## config.mk

```make
export PLATFORM = sky130hd
export DESIGN_NAME = if_fetch_stage_flat
export DESIGN_NICKNAME = d
export VERILOG_FILES = /design/src/rtl/if_fetch_stage_if.sv /design/src/rtl/if_fetch_stage.sv /design/src/flat_wrapper.sv
export SDC_FILE = /design/constraint.sdc
export NUM_CORES = 1
export LEC_CHECK = 0
export BUFFER_PORTS_ARGS = -buffer_cell sky130_fd_sc_hd__buf_2
export CAP_MARGIN = 20
export CELL_PAD_IN_SITES_DETAIL_PLACEMENT = 1
export CELL_PAD_IN_SITES_GLOBAL_PLACEMENT = 1
export CORE_ASPECT_RATIO = 0.75
export CORE_UTILIZATION = 44
export CTS_CLUSTER_SIZE = 14
export DETAILED_ROUTE_END_ITERATION = 10
export PLACE_DENSITY = 0.86
export SLEW_MARGIN = 20
export SYNTH_ARGS = -nofsm -noshare
export SYNTH_HDL_FRONTEND = slang
export SYNTH_SLANG_ARGS = --single-unit
```

## constraint.sdc

```tcl
create_clock -name clk -period 2.4 [get_ports clk]
set_clock_uncertainty 0.05 [all_clocks]
set_input_delay 0.48 -clock clk [delete_from_list [all_inputs] [get_ports clk]]
set_output_delay 0.48 -clock clk [all_outputs]
set_load 0.02 [all_outputs]
```

## src/rtl/if_fetch_stage_if.sv

```systemverilog
// ---------------------------------------------------------------------------
// if_fetch_stage_if
// Request/acknowledge bus between the fetch stage and instruction memory.
//   IMEM_REQ   : fetch request (master -> slave)
//   IMEM_ADDR  : fetch address, stable while IMEM_REQ=1 (master -> slave)
//   IMEM_ACK   : read data returned this cycle (slave -> master)
//   IMEM_RDATA : instruction word, valid only with IMEM_ACK (slave -> master)
// ---------------------------------------------------------------------------
interface if_fetch_stage_if;
  logic        IMEM_REQ;
  logic [31:0] IMEM_ADDR;
  logic        IMEM_ACK;
  logic [31:0] IMEM_RDATA;

  modport master (
    output IMEM_REQ,
    output IMEM_ADDR,
    input  IMEM_ACK,
    input  IMEM_RDATA
  );

  modport slave (
    input  IMEM_REQ,
    input  IMEM_ADDR,
    output IMEM_ACK,
    output IMEM_RDATA
  );
endinterface

```

## src/rtl/if_fetch_stage.sv

```systemverilog
// ---------------------------------------------------------------------------
// if_fetch_stage
// Instruction-fetch stage: owns the PC, handshakes with instruction memory
// and registers the fetched word into the IF/ID boundary.
//   clk, rst_n     : clock, async active-low reset
//   STALL          : hold IF/ID and stop PC advance
//   PCSrc          : taken branch / redirect, priority over STALL
//   BRANCH_TARGET  : redirect address (bits [1:0] forced to 0)
//   imem           : instruction memory bus (master side)
//   INSTR          : registered IF/ID instruction
//   OPCODE         : INSTR[31:26] to the control decoder
//   PC_PLUS4       : registered PC+4 of INSTR
//   IF_VALID       : INSTR holds a live instruction (0 = bubble)
//
// state | meaning
// IDLE  | post-reset, no request; moves to FETCH next edge
// FETCH | request outstanding at PC, waiting for ACK
// HOLD  | word fetched during a stall parked in the hold buffer
// DRAIN | redirect arrived mid-request; waiting to discard the old word
// ---------------------------------------------------------------------------
module if_fetch_stage #(
  parameter logic [31:0] RESET_PC = 32'h0000_0000
) (
  input  logic                     clk,
  input  logic                     rst_n,
  input  logic                     STALL,
  input  logic                     PCSrc,
  input  logic [31:0]              BRANCH_TARGET,
  if_fetch_stage_if.master         imem,
  output logic [31:0]              INSTR,
  output logic [5:0]               OPCODE,
  output logic [31:0]              PC_PLUS4,
  output logic                     IF_VALID
);

  typedef enum logic [1:0] {
    IDLE  = 2'd0,
    FETCH = 2'd1,
    HOLD  = 2'd2,
    DRAIN = 2'd3
  } state_t;

  state_t      r_state, w_state_nxt;
  logic [31:0] r_pc, w_pc_nxt;
  logic [31:0] r_instr, w_instr_nxt;
  logic [31:0] r_pc_plus4, w_pc_plus4_nxt;
  logic        r_valid, w_valid_nxt;
  logic [31:0] r_hold_instr, w_hold_instr_nxt;
  logic [31:0] r_hold_pc4, w_hold_pc4_nxt;
  logic [31:0] r_pend, w_pend_nxt;

  logic [31:0] w_pc4;
  logic [31:0] w_target;

  assign w_pc4    = r_pc + 32'd4;
  assign w_target = BRANCH_TARGET & ~32'h0000_0003;

  always_ff @(posedge clk or negedge rst_n) begin
    if (!rst_n) begin
      r_state      <= IDLE;
      r_pc         <= RESET_PC;
      r_instr      <= '0;
      r_pc_plus4   <= '0;
      r_valid      <= 1'b0;
      r_hold_instr <= '0;
      r_hold_pc4   <= '0;
      r_pend       <= '0;
    end else begin
      r_state      <= w_state_nxt;
      r_pc         <= w_pc_nxt;
      r_instr      <= w_instr_nxt;
      r_pc_plus4   <= w_pc_plus4_nxt;
      r_valid      <= w_valid_nxt;
      r_hold_instr <= w_hold_instr_nxt;
      r_hold_pc4   <= w_hold_pc4_nxt;
      r_pend       <= w_pend_nxt;
    end
  end

  always_comb begin
    w_state_nxt      = r_state;
    w_pc_nxt         = r_pc;
    w_instr_nxt      = r_instr;
    w_pc_plus4_nxt   = r_pc_plus4;
    w_valid_nxt      = r_valid;
    w_hold_instr_nxt = r_hold_instr;
    w_hold_pc4_nxt   = r_hold_pc4;
    w_pend_nxt       = r_pend;

    // Flush inserts a nop bubble regardless of state or STALL.
    if (PCSrc) begin
      w_instr_nxt = '0;
      w_valid_nxt = 1'b0;
    end

    case (r_state)
      IDLE: begin
        w_state_nxt = FETCH;
        if (PCSrc) w_pc_nxt = w_target;
      end

      FETCH: begin
        if (PCSrc) begin
          if (imem.IMEM_ACK) begin
            w_pc_nxt = w_target;
          end else begin
            // Memory still owes us a word at the old PC; keep ADDR stable.
            w_pend_nxt  = w_target;
            w_state_nxt = DRAIN;
          end
        end else if (imem.IMEM_ACK) begin
          w_pc_nxt = w_pc4;
          if (STALL) begin
            w_hold_instr_nxt = imem.IMEM_RDATA;
            w_hold_pc4_nxt   = w_pc4;
            w_state_nxt      = HOLD;
          end else begin
            w_instr_nxt    = imem.IMEM_RDATA;
            w_pc_plus4_nxt = w_pc4;
            w_valid_nxt    = 1'b1;
          end
        end
      end

      HOLD: begin
        if (PCSrc) begin
          w_pc_nxt    = w_target;
          w_state_nxt = FETCH;
        end else if (!STALL) begin
          w_instr_nxt    = r_hold_instr;
          w_pc_plus4_nxt = r_hold_pc4;
          w_valid_nxt    = 1'b1;
          w_state_nxt    = FETCH;
        end
      end

      DRAIN: begin
        if (imem.IMEM_ACK) begin
          // A redirect in the same cycle as the drained ACK is the newest.
          w_pc_nxt    = PCSrc ? w_target : r_pend;
          w_state_nxt = FETCH;
        end else if (PCSrc) begin
          w_pend_nxt = w_target;
        end
      end

      default: w_state_nxt = IDLE;
    endcase
  end

  assign imem.IMEM_REQ  = (r_state == FETCH) || (r_state == DRAIN);
  assign imem.IMEM_ADDR = r_pc;

  assign INSTR    = r_instr;
  assign OPCODE   = r_instr[31:26];
  assign PC_PLUS4 = r_pc_plus4;
  assign IF_VALID = r_valid;

endmodule
```

## src/flat_wrapper.sv

```systemverilog
// flat-port wrapper written by rule: the top's interface ports become plain ports
module if_fetch_stage_flat 
#(
  parameter logic [31:0] RESET_PC = 32'h0000_0000
)
  (clk, rst_n, STALL, PCSrc, BRANCH_TARGET, INSTR, OPCODE, PC_PLUS4, IF_VALID, imem_IMEM_REQ, imem_IMEM_ADDR, imem_IMEM_ACK, imem_IMEM_RDATA);
  if_fetch_stage_if imem_i ();
  input  logic clk;
  input  logic rst_n;
  input  logic STALL;
  input  logic PCSrc;
  input  logic [31:0] BRANCH_TARGET;
  output logic [31:0] INSTR;
  output logic [5:0] OPCODE;
  output logic [31:0] PC_PLUS4;
  output logic IF_VALID;
  output wire logic [$bits(imem_i.IMEM_REQ)-1:0] imem_IMEM_REQ;
  output wire logic [$bits(imem_i.IMEM_ADDR)-1:0] imem_IMEM_ADDR;
  input wire logic [$bits(imem_i.IMEM_ACK)-1:0] imem_IMEM_ACK;
  input wire logic [$bits(imem_i.IMEM_RDATA)-1:0] imem_IMEM_RDATA;
  assign imem_IMEM_REQ = imem_i.IMEM_REQ;
  assign imem_IMEM_ADDR = imem_i.IMEM_ADDR;
  assign imem_i.IMEM_ACK = imem_IMEM_ACK;
  assign imem_i.IMEM_RDATA = imem_IMEM_RDATA;
  if_fetch_stage #(.RESET_PC(RESET_PC)) u_core (.clk(clk), .rst_n(rst_n), .STALL(STALL), .PCSrc(PCSrc), .BRANCH_TARGET(BRANCH_TARGET), .imem(imem_i), .INSTR(INSTR), .OPCODE(OPCODE), .PC_PLUS4(PC_PLUS4), .IF_VALID(IF_VALID));
endmodule
```

Yosys cells after proc, flatten, opt, wreduce, memory -nomap -nowiden
Cells that the tools add are included.

cells by class
  add/subtract/negate cells = 1
  eq/ne operators = 17
  mux-type cells = 38
  bitwise gates (word level) = 1
  reduce and logical (&&, ||, !) cells = 10

operators with widths
  cell                     count
  $mux W32                 20
  $pmux W32 S2             3
  $pmux W32 S3             1
  $add A32 B3 Y32 const B  1
  $ne A2 B2 Y1 const B     9
  $mux W2                  7
  $ne A3 B3 Y1 const B     4
  $pmux W2 S4              1
  $reduce_and A4 Y1        2
  $reduce_and A6 Y1        1
  $mux W1                  5
  $reduce_and A5 Y1        1
  $eq A2 B2 Y1 const B     2
  $reduce_bool A2 Y1       2
  $reduce_and A3 Y1        1
  $eq A2 B1 Y1 const B     1
  $logic_not A2 Y1         1
  $ne A2 B1 Y1 const B     1
  $pmux W1 S2              1
  $reduce_or A2 Y1         1
  $logic_or A1 B1 Y1       1
  $not A1 Y1               1

word-level totals
  bits in registers = 195
  bits of input ports = 69
  output and inout port bits = 104
  word-level logic and storage cells = 75

Logic depth before layout (Yosys ltp)
Gate-level depths: netlist of run 1.

  depth after elaboration = 5
  gate-level depth with buffers = 10
  depth with buffers taken out = 7

Worst setup path after synthesis of run 1
Ideal clock, no wire load.

  path kind = register -> register
  start point = register u_core.r_state[1]
  end point = register u_core.r_hold_instr[24]
  library setup time = 125 ps
  data arrival time = 1,812 ps
  data required time = 2,225 ps
  setup slack = 413 ps
  stages on the path, launching flop included = 8
  buffers on the path = 2
  clock period less this slack = 1,987 ps
  cell sequence = dfrtp_1 inv_1 ha_1 nor2b_1 nand3_1 clkbuf_1 buf_2 mux2_2

on the way
  longest elaborated chain between the ends = 2

RTL lines
  what                                RTL line              text
  from (decl)                         if_fetch_stage.sv:43  state_t r_state, w_state_nxt;
  from (signal assigned)              if_fetch_stage.sv:69  r_state <= w_state_nxt;
  $eq A2 B1 Y1                        if_fetch_stage.sv:96  case (r_state)
  $reduce_and A4 Y1 (no source line)  -
  to (signal assigned)                if_fetch_stage.sv:74  r_hold_instr <= w_hold_instr_nxt;
  to (decl)                           if_fetch_stage.sv:48  logic [31:0] r_hold_instr, w_hold_instr_nxt;

Every way passes these cells.
A chain may end at the register's enable or synchronous reset.

Worst setup path in the final report of run 1
  start point = register u_core.r_state[0]
  end point = register u_core.r_pc_plus4[31], in the netlist u_core.PC_PLUS4[31]

on the way
  longest elaborated chain between the ends = 3
  elaborated cells between the ends (all ways) = 10
  those cells by class = 7 x eq/ne; 1 x mux; 2 x reduce/logical

RTL lines
  what                                                                        RTL line              text
  $eq A2 B1 Y1 / $eq A2 B2 Y1 (equally long branches)                         if_fetch_stage.sv:96
  $ne A2 B2 Y1 (no source line) / $reduce_bool A2 Y1 (equally long branches)  -
  $reduce_and A6 Y1 (no source line)                                          -
  to (signal assigned)                                                        if_fetch_stage.sv:72  r_pc_plus4 <= w_pc_plus4_nxt;
  to (decl)                                                                   if_fetch_stage.sv:46  logic [31:0] r_pc_plus4, w_pc_plus4_nxt;

Several ways; a longest one is shown, not always the timed one.

==> results of run 1 <==
[power breakdown]
part	leakage (nW)	switching (mW)	internal, mW
sequential	2.46	1.07	4.64
combinational	2.53	4.10	2.62
clock	0.291	1.49	1.41
total	5.28	6.66	8.68
[worst register-to-register path: stages, from the launching register on]
cell and delay, ns:
dfrtp_1 0.42, inv_1 0.11, ha_1 0.27, buf_4 0.16
buf_4 0.34, inv_1 0.34, o21ai_0 0.32, o21ai_0 0.16
[layer usage]
metal / part of all wire / vias up
met5: 0 / -
met4: 0.023 / 0
met3: 0.062 / 46
met2: 0.48 / 287
met1: 0.44 / 3911
li1: - / 3343
[cells in the mapped netlist, types with 2 or more instances]
| cell type | count | area (sq um) |
|---|---|---|
| o21ai_0 | 74 | 370 |
| a21oi_1 | 50 | 250 |
| mux2i_1 | 8 | 80.1 |
| dfrtp_1 | 195 | 4880 |
| and2_1 | 2 | 12.5 |
| a2bb2oi_1 | 15 | 131 |
| nand4_1 | 7 | 43.8 |
| buf_4 | 11 | 82.6 |
| a21boi_0 | 2 | 15.0 |
| xnor2_1 | 16 | 140 |
| nor3_1 | 11 | 55.1 |
| inv_1 | 22 | 82.6 |
| buf_1 | 3 | 11.3 |
| nor3_2 | 3 | 30.0 |
| o21a_1 | 2 | 15.0 |
| and3_1 | 20 | 125 |
| ha_1 | 5 | 62.6 |
| buf_2 | 21 | 105 |
| nor2_1 | 26 | 97.6 |
| clkbuf_1 | 31 | 116 |
| xor2_1 | 10 | 87.6 |
| o22a_1 | 3 | 26.3 |
| a221oi_1 | 22 | 193 |
| a31oi_1 | 4 | 25.0 |
| a221o_1 | 5 | 50.1 |
| mux2_2 | 74 | 833 |
| o21ai_1 | 7 | 35.0 |
| nand2_1 | 66 | 248 |
| a22o_1 | 64 | 561 |
| nor4_2 | 3 | 37.5 |
| nand2b_1 | 2 | 12.5 |
| nor3b_1 | 2 | 15.0 |
| nor2b_1 | 4 | 25.0 |
| o22ai_1 | 2 | 12.5 |
| nand3_1 | 17 | 85.1 |
[what timing repair did]
action | 4_1_cts | 5_1_grt
endpoints found under the setup margin | 11 | 36
cloned | 0 | 0
hold buffers | 1 | 0
gates resized for setup | 2 | 11
endpoints found under the hold margin | 50 | 0
[layout make-up]
| cell class | instances | share of cell area |
|---|---|---|
| clock buffer | 17 | 0.0382 |
| clock inverter | 15 | 0.0164 |
| inverter | 22 | 0.00741 |
| multi-input combinational | 542 | 0.355 |
| sequential | 195 | 0.438 |
| tap | 258 | 0.0290 |
| timing repair buffer | 216 | 0.116 |
[state kept, by name (all words and copies together), names as in the netlist]
name,cells
u_core.r_hold_pc4,32
u_core.r_hold_instr,32
u_core.r_pend,32
u_core.PC_PLUS4,32
u_core.INSTR,32
u_core.r_state,2
u_core.IF_VALID,1
u_core.imem.IMEM_ADDR,32
[cells by family after synthesis]
logic type                 count (synthesis)
AOI/OAI and AO/OA                        256
xor gates and xnor gates                  26
adders and majority gates                  5
buffers and inverters                     89
DFF                                      195
muxes                                     82
and+or+nand+nor                          173
[worst max-delay path by stage]
stage,from,end,cells past startpoint
6_report,u_core.r_state[0]$_DFFE_PN0P_,u_core.PC_PLUS4[31]$_DFFE_PN0P_,7
5_1_grt,u_core.r_state[0]$_DFFE_PN0P_,u_core.PC_PLUS4[31]$_DFFE_PN0P_,7
4_1_cts,u_core.r_state[1]$_DFFE_PN0P_,u_core.imem.IMEM_ADDR[24]$_DFFE_PN0P_,8
3_5_place_dp,u_core.r_state[0]$_DFFE_PN0P_,u_core.PC_PLUS4[19]$_DFFE_PN0P_,7
3_3_place_gp,u_core.r_state[0]$_DFFE_PN0P_,u_core.PC_PLUS4[17]$_DFFE_PN0P_,7
2_1_floorplan,u_core.r_state[1]$_DFFE_PN0P_,u_core.r_hold_instr[24]$_DFFE_PN0P_,7
[metrics by stage]
step / setup TNS [ns] / std cells / instance area, sq um / total power [mW] / hold slack (ns)
2_1_floorplan: 0 / 826 / 9140 / 9.70 / 0.134
4_1_cts: 0 / 1265 / 11100 / 15.2 / 0.213
3_5_place_dp: -0.263 / 1232 / 10500 / 12.2 / 0.413
6_report: 0 / 1265 / 11100 / 15.3 / 0.223
3_3_place_gp: 0 / 1232 / 10500 / 11.8 / 0.404
5_1_grt: -0.00151 / 1265 / 11100 / 16.2 / 0.211
==> reports/metrics.cfg, run 1 <==
[sta]
slew_viol_final=0
fin_crit_ns=2.30
rsz0062_at_grt=true
final_hold_viol_count=0
max_freq_ghz=0.436
setup_ws_ns=0.104
slew_headroom=0.372
worst_slew_pin_slew_ns=0.930
fin_crit_sh=0.957
finalSetupViolations=0

[critical_path]
crit_family=buffers and inverters
r2r_setup_slack_ns=0.10
crit_required_ns=2.67
ff2ff_path_depth=7
start_kind=flop
critPathMaxStageDelay_ns=0.42
path_buf_inv=4
reg2reg_to=u_core.PC_PLUS4[31]$_DFFE_PN0P_
path_cells=inv_1 > ha_1 > buf_4 > buf_4 > inv_1 > o21ai_0 > o21ai_0
crit_type=flop to flop
critical_path_peak_fanout=34
cp_slowest_cell=dfrtp_1
r2r_start=u_core.r_state[0]$_DFFE_PN0P_
crit_path_end_kind=flop
crit_arrival_ns=2.56

[synthesis]
yosys_warnings=0
synth_xor_area_frac=0.0249
synth-compound-area-share=0.190
netlist_area_sq_um=9140
synth-edff-count=0
synth_fa_ha_area_frac=0.00685
yosys.area_share.simple=0.0991
synth.distinct_cells=52
synthArstFlopShare=1.00
synth_fp_nets=900
synth_top_family_by_area=compound AO/OA/AOI/OAI gates
synthMuxAreaShare=0.100
synth_cells=826
synthFlopType=dfrtp_1
syn_avg_cell_area_sq_um=11.1
yosysSeqAreaShare=0.534
ys_seq_elements=195

[clock_network]
cts_tree=yes
cts_made_buffers=17
clk_latency_ns=0.45
cts_sinks=195
clkTransAtPathRegs_ns=0.09
htreeDepth=4
ctsRootBufferMaster=clkbuf_16
post_cts_buffers=0
clk_path_buf_depth=2

[min_path]
hp-class=primary input to flop
whs_endpoint=u_core.r_hold_instr[21]$_DFFE_PN0P_
min_path_cells=2
min_from=imem_IMEM_RDATA[21]

[global_routing]
grtUsageTotal=0.274
grt_max_degree=56
met1_usage=0.382
grt_pass1_wl_um=44800
grt_pass1_vias=7829
grtUsageMet3=0.0527
antenna_found_initial=0
gr-usage-met2=0.430
overflow=0
busiest_layer=met2

[detailed_routing]
wl_um=28600
vias=7587
drt_iter0_drc=636
wl_per_cell_um=22.6
ant_nets=0
route.detailed.drc=0
drtPass1Iterations=5
vias_per_cell=6.00

[final_layout]
drive_gt1_frac=0.347
final_cell_mix=dfrtp_1, buf_2, mux2_2, o21ai_0, nand2_1
multi_input_area_sq_um=3950
antenna_cells=0
fillCellCount=2210
finalCoreUtilization=0.550
final_common_cell=dfrtp_1
area_growth_pct=21.9
ff_latch_area_sq_um=4880
final_net_count=1068

[floorplan]
fp-row-count=45
dieWidth_um=168
ios=173
dieArea_sq_um=21400
start_util=0.451
core-area_sq_um=20300
die_h_um=127

[status]
status=completed

[placement]
place_congestion=0.817
portBuffers=170
post-place-ws_ns=-0.0870
dp_hpwl_um=19100

[pwr]
p_leak_nw=5.28
ir_drop_uv=707
powerDensity_nw_per_um2=1380

[job]
cap_violations=0

(Power assumes the default switching activity.)
==> run 2, diff against run 1 <==
--- a/config.mk
+++ b/config.mk
@@ -13,7 +13,7 @@
 export CORE_UTILIZATION = 44
 export CTS_CLUSTER_SIZE = 14
 export DETAILED_ROUTE_END_ITERATION = 10
-export PLACE_DENSITY = 0.86
+export PLACE_DENSITY_LB_ADDON = 0.1
 export SLEW_MARGIN = 20
 export SYNTH_ARGS = -nofsm -noshare
 export SYNTH_HDL_FRONTEND = slang
==> run 2 against run 1 <==
  * Routed wire length shrank 7.3%
  * Cell area shrank 0.73%
  * Flip-flop and latch count is the same
  * Sequential power is essentially flat
  * Sequential share of layout area grew 0.32 points
  * Non-clock buffer count shrank 6
  * Cell count shrank 0.47%
  * Largest cell class unchanged
  * Worst hold slack gained 0.010 ns
  * Maximum frequency grew 2.1%
  * Combinational power shrank 2%
  * Critical path depth grew 1
  * Setup slack gained 0.046 ns
==> reports/metrics.cfg, run 2 (synthesis gave the netlist of run 1 again) <==
[sta]
final_hold_viol_count=0  ; unchanged
max_freq_ghz=0.444  ; +2.1%
slew_viol_final=0  ; unchanged
finalSetupViolations=0  ; unchanged
hold_slack_ns=0.233  ; +0.0101 ns
slew_headroom=0.474  ; +0.102
fin_crit_ns=2.25  ; -0.0463 ns
worst_slew_pin_slew_ns=0.779  ; -0.152 ns
fin_crit_sh=0.937  ; -0.0193

[final_layout]
drive_gt1_frac=0.342  ; -0.00492
antenna_cells=0  ; unchanged
final_net_count=1062  ; -0.56%
area_growth_pct=21.0
final_cell_mix=dfrtp_1, buf_2, o21ai_0, mux2_2, nand2_1
fin_cells=1259  ; -0.47%
final_common_cell=dfrtp_1

[detailed_routing]
vias=7319  ; -3.5%
wl_per_cell_um=21.0  ; -6.8%
drt_iter0_drc=412  ; -35%
route.detailed.drc=0  ; unchanged
ant_nets=0  ; unchanged
drtPass1Iterations=5  ; unchanged
wl_um=26500  ; -7.3%
vias_per_cell=5.81  ; -3.1%

[placement]
portBuffers=170  ; unchanged
dp_hpwl_um=18400  ; -3.9%
place_congestion=0.846  ; +3.5%
dpl.cell_count=1226  ; -0.49%

[status]
status=completed

[clock_network]
htreeDepth=4  ; unchanged
cts_sinks=195  ; unchanged
ctsRootBufferMaster=clkbuf_16
post_cts_buffers=0  ; unchanged
clk_latency_ns=0.44  ; about the same
clk_path_buf_depth=2  ; unchanged
cts_tree=yes
cts_made_buffers=17  ; unchanged
clkTransAtPathRegs_ns=0.08  ; about the same

[critical_path]
reg2reg_to=u_core.imem.IMEM_ADDR[20]$_DFFE_PN0P_
critical_path_peak_fanout=30  ; -12%
crit_arrival_ns=2.50  ; -0.06 ns
crit_path_start=u_core.r_state[1]$_DFFE_PN0P_
crit_type=flop to flop
start_kind=flop
crit_required_ns=2.65  ; -0.02 ns
endpoint=u_core.imem.IMEM_ADDR[20]$_DFFE_PN0P_
ff2ff_path_depth=8  ; +1
r2r_setup_slack_ns=0.15  ; +0.05 ns
crit_path_end_kind=flop
r2r_start=u_core.r_state[1]$_DFFE_PN0P_

[pwr]
ir_drop_uv=636  ; -10%
cellInternalPower_mw=8.67  ; about the same
swShare=0.427  ; -0.00715
switchingPower_mw=6.46  ; -2.9%
powerDensity_nw_per_um2=1370  ; -0.60%
p_seq_frac=0.378  ; +0.005
p_leak_nw=5.23  ; -1.0%
combPwrFrac=0.435  ; -0.003
clock_power_share=0.188  ; about the same

[global_routing]
antenna_found_initial=0  ; unchanged
grtUsageTotal=0.259  ; -0.0157
overflow=0  ; unchanged
grt_max_degree=86  ; +54%
grt_pass1_wl_um=42400  ; -5.3%
grt_pass1_vias=7497  ; -4.2%

[floorplan]
start_util=0.451  ; unchanged
core-area_sq_um=20300  ; unchanged
dieWidth_um=168  ; unchanged
ios=173  ; unchanged
fp-row-count=45  ; unchanged
dieArea_sq_um=21400  ; unchanged
die_h_um=127  ; unchanged

[job]
cap_violations=0  ; unchanged

[min_path]
hp-class=primary input to flop
min_from=imem_IMEM_RDATA[7]

[run 2: power groups by stage]
stage / Sequential (mW) / Combinational [mW] / Clock [mW]
2_1_floorplan: 6.11 / 3.59 / 0
3_3_place_gp: 5.60 / 6.22 / 0
3_5_place_dp: 5.74 / 6.48 / 0
4_1_cts: 5.69 / 6.54 / 2.90
5_1_grt: 5.89 / 7.13 / 3.03
6_report: 5.71 / 6.58 / 2.84
[run 2: final cells by class]
cell class	count	area [sq um]
clock buffer	18	439
fill	2218	9210
multi-input combinational	542	3930
clock inverter	14	139
timing repair buffer	210	1260
inverter	22	82.6
sequential	195	4880
tap	258	323
[run 2: per-layer routing]
metal	up-vias	global-route usage	wire length, um	part of all wire
met2	188	0.375	11600	0.44
met3	24	0.0505	1580	0.060
met1	3778	0.393	13000	0.49
li1	3329	-	-	-
met5	-	0	0	0
met4	0	0.0701	298	0.011
[run 2: repair_timing]
action / 4_1_cts / 5_1_grt
gates resized for setup: 0 / 9
hold buffers: 1 / 0
setup endpoints to repair: 0 / 19
endpoints found under the hold margin: 44 / 0
[run 2: worst min-delay path by stage]
stage,end,cells after the start
floorplan,u_core.IF_VALID$_DFF_PN0_,0
global placement,u_core.r_hold_pc4[20]$_DFFE_PN0P_,2
detailed placement,u_core.r_hold_pc4[20]$_DFFE_PN0P_,2
CTS,u_core.r_pend[8]$_DFFE_PN0P_,2
global route,u_core.r_hold_instr[30]$_DFFE_PN0P_,2
finish,u_core.r_hold_instr[7]$_DFFE_PN0P_,2
[run 2: stage by stage]
stage | area (sq um) | setup slack (ns) | setup TNS (ns) | util | total power, mW
after floorplan | 9140 | 0.413 | 0 | - | 9.70
after global placement | 10400 | 0.189 | 0 | 0.514 | 11.8
after detailed placement | 10400 | 0.124 | 0 | 0.514 | 12.2
after CTS | 11000 | 0.112 | 0 | 0.543 | 15.1
after global routing | 11100 | -0.0361 | -0.0361 | 0.546 | 16.1
final | 11100 | 0.150 | 0 | 0.546 | 15.1
[run 2: worst max-delay path, cell delays in order, from the launching register on]
cell	delay, ns
dfrtp_1	0.39
inv_1	0.08
ha_1	0.24
o21ai_0	0.32
o21ai_2	0.13
buf_12	0.19
a221oi_1	0.42
a21oi_1	0.14
a2bb2oi_1	0.14
